--- src/rtl/tcam_sdram_arbiter.sv ---
// tcam_sdram_arbiter: shares the SDRAM controller slave port between the TCAM search port (0)
// and the rule-setting port (1); tracks outstanding reads so each return beat reaches its issuer.
// Build option: define TCAM_ARB_RR_EN for round-robin arbitration; otherwise port 0 has fixed priority.
module tcam_sdram_arbiter #(
    parameter int unsigned ADDR_WID  = 19,
    parameter int unsigned DATA_WID  = 180,
    parameter int unsigned MAX_PEND  = 8,
    parameter int unsigned PEND_BITS = 3
) (
    input  logic                  CLK,
    input  logic                  RESET,
    // port 0: search engine
    input  logic                  SRCH_READ,
    input  logic                  SRCH_WRITE,
    input  logic [ADDR_WID-1:0]   SRCH_ADDRESS,
    input  logic [DATA_WID-1:0]   SRCH_WRITEDATA,
    output logic                  SRCH_WAITREQUEST,
    output logic [DATA_WID-1:0]   SRCH_READDATA,
    output logic                  SRCH_READDATAVALID,
    // port 1: rule-setting engine
    input  logic                  SET_READ,
    input  logic                  SET_WRITE,
    input  logic [ADDR_WID-1:0]   SET_ADDRESS,
    input  logic [DATA_WID-1:0]   SET_WRITEDATA,
    output logic                  SET_WAITREQUEST,
    output logic [DATA_WID-1:0]   SET_READDATA,
    output logic                  SET_READDATAVALID,
    // downstream SDRAM controller slave
    output logic                  M_READ,
    output logic                  M_WRITE,
    output logic [ADDR_WID-1:0]   M_ADDRESS,
    output logic [DATA_WID-1:0]   M_WRITEDATA,
    input  logic                  M_WAITREQUEST,
    input  logic [DATA_WID-1:0]   M_READDATA,
    input  logic                  M_READDATAVALID,
    // status
    output logic [PEND_BITS:0]    PEND_CNT,
    output logic                  ERR_UNEXP
);

    localparam int unsigned CNT_W = PEND_BITS + 1;

    typedef enum logic [1:0] {
        IDLE = 2'd0,
        G0   = 2'd1,
        G1   = 2'd2
    } state_t;

    state_t               state;
    state_t               state_nxt;
    logic                 rd_ok;
    logic                 req0;
    logic                 req1;
    logic                 grant0;
    logic                 grant1;
    logic                 accept;
    logic                 push;
    logic                 pop;
    logic                 spurious;
    logic                 pop_tag;
    logic [MAX_PEND-1:0]  tag_mem;
    logic [PEND_BITS-1:0] wr_ptr;
    logic [PEND_BITS-1:0] rd_ptr;

`ifdef TCAM_ARB_RR_EN
    logic                 last_grant;
`endif

    // A port is eligible if it writes, or reads while the tag FIFO still has room
    assign rd_ok    = (PEND_CNT < CNT_W'(MAX_PEND));
    assign req0     = SRCH_WRITE | (SRCH_READ & rd_ok);
    assign req1     = SET_WRITE  | (SET_READ  & rd_ok);
    assign push     = accept & M_READ;
    assign pop      = M_READDATAVALID & (PEND_CNT != '0);
    assign spurious = M_READDATAVALID & (PEND_CNT == '0);
    assign pop_tag  = tag_mem[rd_ptr];

    // State register
    always_ff @(posedge CLK) begin
        if (RESET) begin
            state <= IDLE;
        end else begin
            state <= state_nxt;
        end
    end

    // Arbitration and grant handshake; WAITREQUEST is combinational so the requester
    // sees acceptance in the same cycle the downstream takes the command
    always_comb begin
        state_nxt        = state;
        grant0           = 1'b0;
        grant1           = 1'b0;
        accept           = 1'b0;
        SRCH_WAITREQUEST = 1'b1;
        SET_WAITREQUEST  = 1'b1;
        case (state)
            IDLE: begin
`ifdef TCAM_ARB_RR_EN
                grant0 = req0 & (~req1 | last_grant);
`else
                grant0 = req0;
`endif
                grant1 = ~grant0 & req1;
                if (grant0) begin
                    state_nxt = G0;
                end else if (grant1) begin
                    state_nxt = G1;
                end
            end
            G0: begin
                if (!M_WAITREQUEST) begin
                    accept           = 1'b1;
                    SRCH_WAITREQUEST = 1'b0;
                    state_nxt        = IDLE;
                end
            end
            G1: begin
                if (!M_WAITREQUEST) begin
                    accept          = 1'b1;
                    SET_WAITREQUEST = 1'b0;
                    state_nxt       = IDLE;
                end
            end
            default: state_nxt = IDLE;
        endcase
    end

`ifdef TCAM_ARB_RR_EN
    // Remember the last winner so a tie goes to the other port
    always_ff @(posedge CLK) begin
        if (RESET) begin
            last_grant <= 1'b1;
        end else if (grant0) begin
            last_grant <= 1'b0;
        end else if (grant1) begin
            last_grant <= 1'b1;
        end
    end
`endif

    // Downstream command register: load on grant (write wins over read), drop strobes on accept
    always_ff @(posedge CLK) begin
        if (RESET) begin
            M_READ      <= 1'b0;
            M_WRITE     <= 1'b0;
            M_ADDRESS   <= '0;
            M_WRITEDATA <= '0;
        end else if (grant0) begin
            M_WRITE     <= SRCH_WRITE;
            M_READ      <= ~SRCH_WRITE;
            M_ADDRESS   <= SRCH_ADDRESS;
            M_WRITEDATA <= SRCH_WRITEDATA;
        end else if (grant1) begin
            M_WRITE     <= SET_WRITE;
            M_READ      <= ~SET_WRITE;
            M_ADDRESS   <= SET_ADDRESS;
            M_WRITEDATA <= SET_WRITEDATA;
        end else if (accept) begin
            M_READ      <= 1'b0;
            M_WRITE     <= 1'b0;
        end
    end

    // Tag FIFO of accepted reads and outstanding-read counter
    always_ff @(posedge CLK) begin
        if (RESET) begin
            wr_ptr   <= '0;
            rd_ptr   <= '0;
            PEND_CNT <= '0;
        end else begin
            if (push) begin
                tag_mem[wr_ptr] <= (state == G1);
                wr_ptr          <= wr_ptr + PEND_BITS'(1);
            end
            if (pop) begin
                rd_ptr <= rd_ptr + PEND_BITS'(1);
            end
            if (push && !pop) begin
                PEND_CNT <= PEND_CNT + CNT_W'(1);
            end else if (pop && !push) begin
                PEND_CNT <= PEND_CNT - CNT_W'(1);
            end
        end
    end

    // Route each return beat to the tagged port one cycle later; flag beats with no owner
    always_ff @(posedge CLK) begin
        if (RESET) begin
            SRCH_READDATAVALID <= 1'b0;
            SET_READDATAVALID  <= 1'b0;
            SRCH_READDATA      <= '0;
            SET_READDATA       <= '0;
            ERR_UNEXP          <= 1'b0;
        end else begin
            SRCH_READDATAVALID <= pop & ~pop_tag;
            SET_READDATAVALID  <= pop & pop_tag;
            if (pop && !pop_tag) begin
                SRCH_READDATA <= M_READDATA;
            end
            if (pop && pop_tag) begin
                SET_READDATA <= M_READDATA;
            end
            if (spurious) begin
                ERR_UNEXP <= 1'b1;
            end
        end
    end

endmodule

--- config.mk ---
export PLATFORM = sky130hd
export DESIGN_NAME = tcam_sdram_arbiter
export DESIGN_NICKNAME = d
export VERILOG_FILES = /design/src/rtl/tcam_sdram_arbiter.sv
export SDC_FILE = /design/constraint.sdc
export NUM_CORES = 1
export LEC_CHECK = 0
export CORE_AREA = 2 2 454 456
export CTS_CLUSTER_SIZE = 25
export DETAILED_ROUTE_END_ITERATION = 10
export DIE_AREA = 0 0 456 458
export SETUP_SLACK_MARGIN = 0.1
export SLEW_MARGIN = 20
export SYNTH_ARGS = -nofsm -noshare
export SYNTH_HDL_FRONTEND = slang
export SYNTH_SLANG_ARGS = --single-unit
--- constraint.sdc ---
create_clock -name CLK -period 3.7 [get_ports CLK]
set_clock_uncertainty 0.15 [all_clocks]
set_input_delay 1.11 -clock CLK [delete_from_list [all_inputs] [get_ports CLK]]
set_output_delay 1.11 -clock CLK [all_outputs]
set_load 0.01 [all_outputs]
==> results of run 1 <==
==> sequential cells by signal, indices dropped and copies added (netlist names) <==
name,flops
M_WRITEDATA,180
SET_READDATA,180
SRCH_READDATA,180
M_ADDRESS,19
tag_mem,8
PEND_CNT,4
rd_ptr,3
wr_ptr,3
state,2
ERR_UNEXP,1
M_READ,1
M_WRITE,1
SET_READDATAVALID,1
SRCH_READDATAVALID,1
==> cells in the mapped netlist <==
library cell / number
inv_2: 1
o41a_1: 1
inv_1: 5
a21oi_1: 188
or3_1: 2
nor3_1: 2
and4_1: 1
xnor2_1: 3
nor2_1: 402
o21ai_1: 1
nand3b_1: 1
nand4_1: 1
a31oi_1: 1
dfxtp_1: 576
or2_0: 1
edfxtp_1: 8
fa_1: 1
xor2_1: 4
nor2b_1: 5
ha_1: 8
buf_4: 19
a311oi_1: 199
a21boi_1: 1
buf_1: 4
nand3_1: 3
buf_6: 11
o32ai_1: 1
nand2_1: 769
mux2i_1: 185
clkbuf_1: 146
a21o_1: 1
nor4_2: 1
a22oi_2: 1
o21ai_0: 2
nor2b_2: 1
nand2b_1: 5
buf_2: 33
a211oi_1: 1
a22oi_1: 2
==> layer usage <==
layer / vias up / global-route usage / wire length, µm
met4: 8 / 0.06682 / 7385
met1: 10866 / 0.1316 / 49760
met5: - / 0 / 49
met3: 187 / 0.04210 / 11440
li1: 10993 / - / -
met2: 908 / 0.2267 / 70420
==> per-stage QoR <==
stage	total power [µW]	setup slack [ns]	instance area, µm²	cells	TNS (ns)
finish	27170	0.2206	39790	6482	0
global route	28630	0.2269	39790	6481	0
detailed placement	20030	0.0008902	37240	6322	0
floorplan	13750	0.6661	22140	2597	0
CTS	27560	0.2404	39730	6457	0
global placement	19930	-0.1351	37240	6322	-0.1566
==> final cells by class <==
cell class              count  area (µm²)  share of cell area
diodes                     25       62.56            0.001572
well taps                2688        3363             0.08452
flip-flops and latches    584       11770              0.2958
multi-input cells        1794        9395              0.2361
clock buffers             110        2156             0.05417
inverters                   6       22.52           0.0005659
repair buffers           1250       12690              0.3188
clock inverters            25       337.8            0.008489
==> cell usage in the layout (no fill, tap or decap), drive strengths merged, types with 2 or more instances in the layout <==
cell type	count
a21oi	188
a22oi	3
a311oi	199
buf	98
bufinv	2
clkbuf	110
clkdlybuf4s50	1151
clkinv	17
clkinvlp	3
dfxtp	576
diode	25
edfxtp	8
ha	8
inv	9
mux2i	185
nand2	769
nand2b	5
nand3	3
nor2	402
nor2b	6
nor3	2
o21ai	3
or3	2
xnor2	3
xor2	4
==> cell families (layout without fill, tap and decap cells) <==
| kind of cell | count (synthesis) | in the layout | share of synthesized area |
|---|---|---|---|
| and+or+nand+nor | 1194 | 1194 | 0.2053 |
| DFF | 584 | 584 | 0.5316 |
| AOI/OAI and AO/OA | 399 | 399 | 0.1253 |
| buffers and inverters | 219 | 1391 | 0.04594 |
| muxes | 185 | 185 | 0.08363 |
| adders and majority gates | 9 | 9 | 0.005425 |
| xor gates and xnor gates | 7 | 7 | 0.002769 |
| other | 0 | 25 | 0 |
==> worst max-delay path: cells and delay by family <==
kind | cells | cell delay (ns)
buf+inv | 2 | 0.74
simple gates | 1 | 0.37
==> how the worst max path moves through the flow <==
stage                        to  slack, ns
2_1_floorplan       PEND_CNT[3]       0.67
3_3_place_gp        PEND_CNT[3]      -0.14
3_5_place_dp        PEND_CNT[3]     0.0009
4_1_cts        SRCH_WAITREQUEST       0.24
5_1_grt        SRCH_WAITREQUEST       0.23
6_report       SRCH_WAITREQUEST       0.22
==> report_power, final <==
group	total, µW	leakage, µW	switching, µW	internal [µW]
sequential	8660	0.00479	901	7760
combinational	11100	0.00795	6020	5110
clock	7380	0.00121	3140	4240
==> flow_summary_export.csv, run 1 <==
group,metric,value,unit
status,status,"completed",
cts,htree_num_levels,3,
setup_path,end_kind,"output port",
global_route,grt_pass1_vias,22276,
sta,slew_headroom,0.4648,
floorplan,num_rows,166,
drt,drtAntennaViolNets,0,
sta,rsz0062_at_grt,"false",
yosys,avgSynthCellArea,8.526,µm²
job,max-cap-violations,0,
final_layout,fill_cells,22604,
global_route,grt_pass1_wl,184600,µm
setup_path,crit_type,"primary input to output port",
placed_design,post-dp-hpwl,114400,µm
power,p_per_area,682.7,nW/µm²
setup_path,worstPathCellList,"clkdlybuf4s50_1 -> nand2b_1 -> buf_12",
sta,hold_slack,0.3020,ns
yosys,synth-warning-count,0,
drt,drt_iter0_drc,1619,
drt,drc_errors,0,
setup_path,slowest_delay,0.58,ns
setup_path,critPathLaunch,"M_WAITREQUEST",
global_route,grt_usage,0.1270,
cts,clk_pin_slew_worst_paths,0.06,ns
yosys,synth-seq-cells,584,
floorplan,die-width,456,µm
floorplan,die_area,208800,µm²
final_layout,layout-drive-gt1-share,0.05943,
setup_path,r2r_end,"PEND_CNT[3]",
cts,hold_buffers,0,
final_layout,syn_to_final_growth,79.72,%
sta,setup_violations,0,
sta,fmax,287.4,MHz
yosys,syn_nets,3192,
sta,period_share,0.9404,
setup_path,crit_fanout,4,
yosys,synth.distinct_cells,39,
floorplan,ios,1156,
cts,root_buffer,"clkbuf_16",
yosys,synth_seq_area_share,0.5316,
min_path,hp-class,"flop to flop",
min_path,hold_end,"SET_READDATA[58]",
yosys,yosysTopAreaCell,"dfxtp_1",
yosys,syn_inst,2597,
placed_design,gp_congestion,0.9425,
setup_path,worstPathRequired,2.44,ns
global_route,overflow,0,
floorplan,coreArea,203800,µm²
drt,avgRoutedWirePerCell,21.45,µm
placed_design,numPortBuffers,1155,
yosys,synthTopCellsByArea,"dfxtp_1 52%, nand2_1 13%, mux2i_1 8.4%",
cts,cts_setup_buffers,0,
floorplan,initial_core_util,0.1087,
setup_path,start_kind,"primary input",
setup_path,critical_path.slowest_cell,"clkdlybuf4s50_1",
sta,hold_viol,0,
final_layout,postLayoutCoreUtil,0.1953,
final_layout,final_nets,4304,
drt,vias_per_cell,3.542,
min_path,holdPathStages,2,
sta,slew_viol_final,0,
drt,wl,139100,µm
cts,cts_buffers,73,
cts,ctsResizeCount,1,
drt,first_pass_iters,6,
global_route,antenna_found_initial,45,
setup_path,worstReg2RegStart,"state[1]",
min_path,min_from,"SET_READDATA[58]",
cts,ctsLongestPathBuffers,3,
drt,vias,22962,
setup_path,r2r_cells,13,
sta,worst_pin_slew,0.8028,ns
global_route,grt_start_max_net_pins,101,
sta,period_needed,3.479,ns
cts,clock_sinks,584,
cts,cts_tree,"done",
yosys,synth_top_area_share,0.5208,
yosys,synth.cell_area,22140,µm²
floorplan,fp.dieH,458,µm
power,peakVddDrop,342.7,µV
power,p_leak,0.01395,µW
setup_path,rrSetupSlack,0.91,ns
cts,clkLatencyLatePin,0.68,ns
setup_path,cp.arrival,2.22,ns
No activity file was read; power rests on OpenSTA's default activity.
==> run 2, diff against run 1 <==
--- a/config.mk
+++ b/config.mk
@@ -9,7 +9,6 @@
 export CTS_CLUSTER_SIZE = 25
 export DETAILED_ROUTE_END_ITERATION = 10
 export DIE_AREA = 0 0 456 458
-export SETUP_SLACK_MARGIN = 0.1
 export SLEW_MARGIN = 20
 export SYNTH_ARGS = -nofsm -noshare
 export SYNTH_HDL_FRONTEND = slang
==> results of run 2 <==
Same layout as run 1: the final DEF is identical, and so are final timing and power.
==> run 3, diff against run 2 <==
--- a/config.mk
+++ b/config.mk
@@ -9,6 +9,7 @@
 export CTS_CLUSTER_SIZE = 25
 export DETAILED_ROUTE_END_ITERATION = 10
 export DIE_AREA = 0 0 456 458
+export SETUP_SLACK_MARGIN = 0.1
 export SLEW_MARGIN = 20
 export SYNTH_ARGS = -nofsm -noshare
 export SYNTH_HDL_FRONTEND = slang
==> results of run 3 <==
Same layout as run 1: the final DEF is identical, and so are final timing and power.
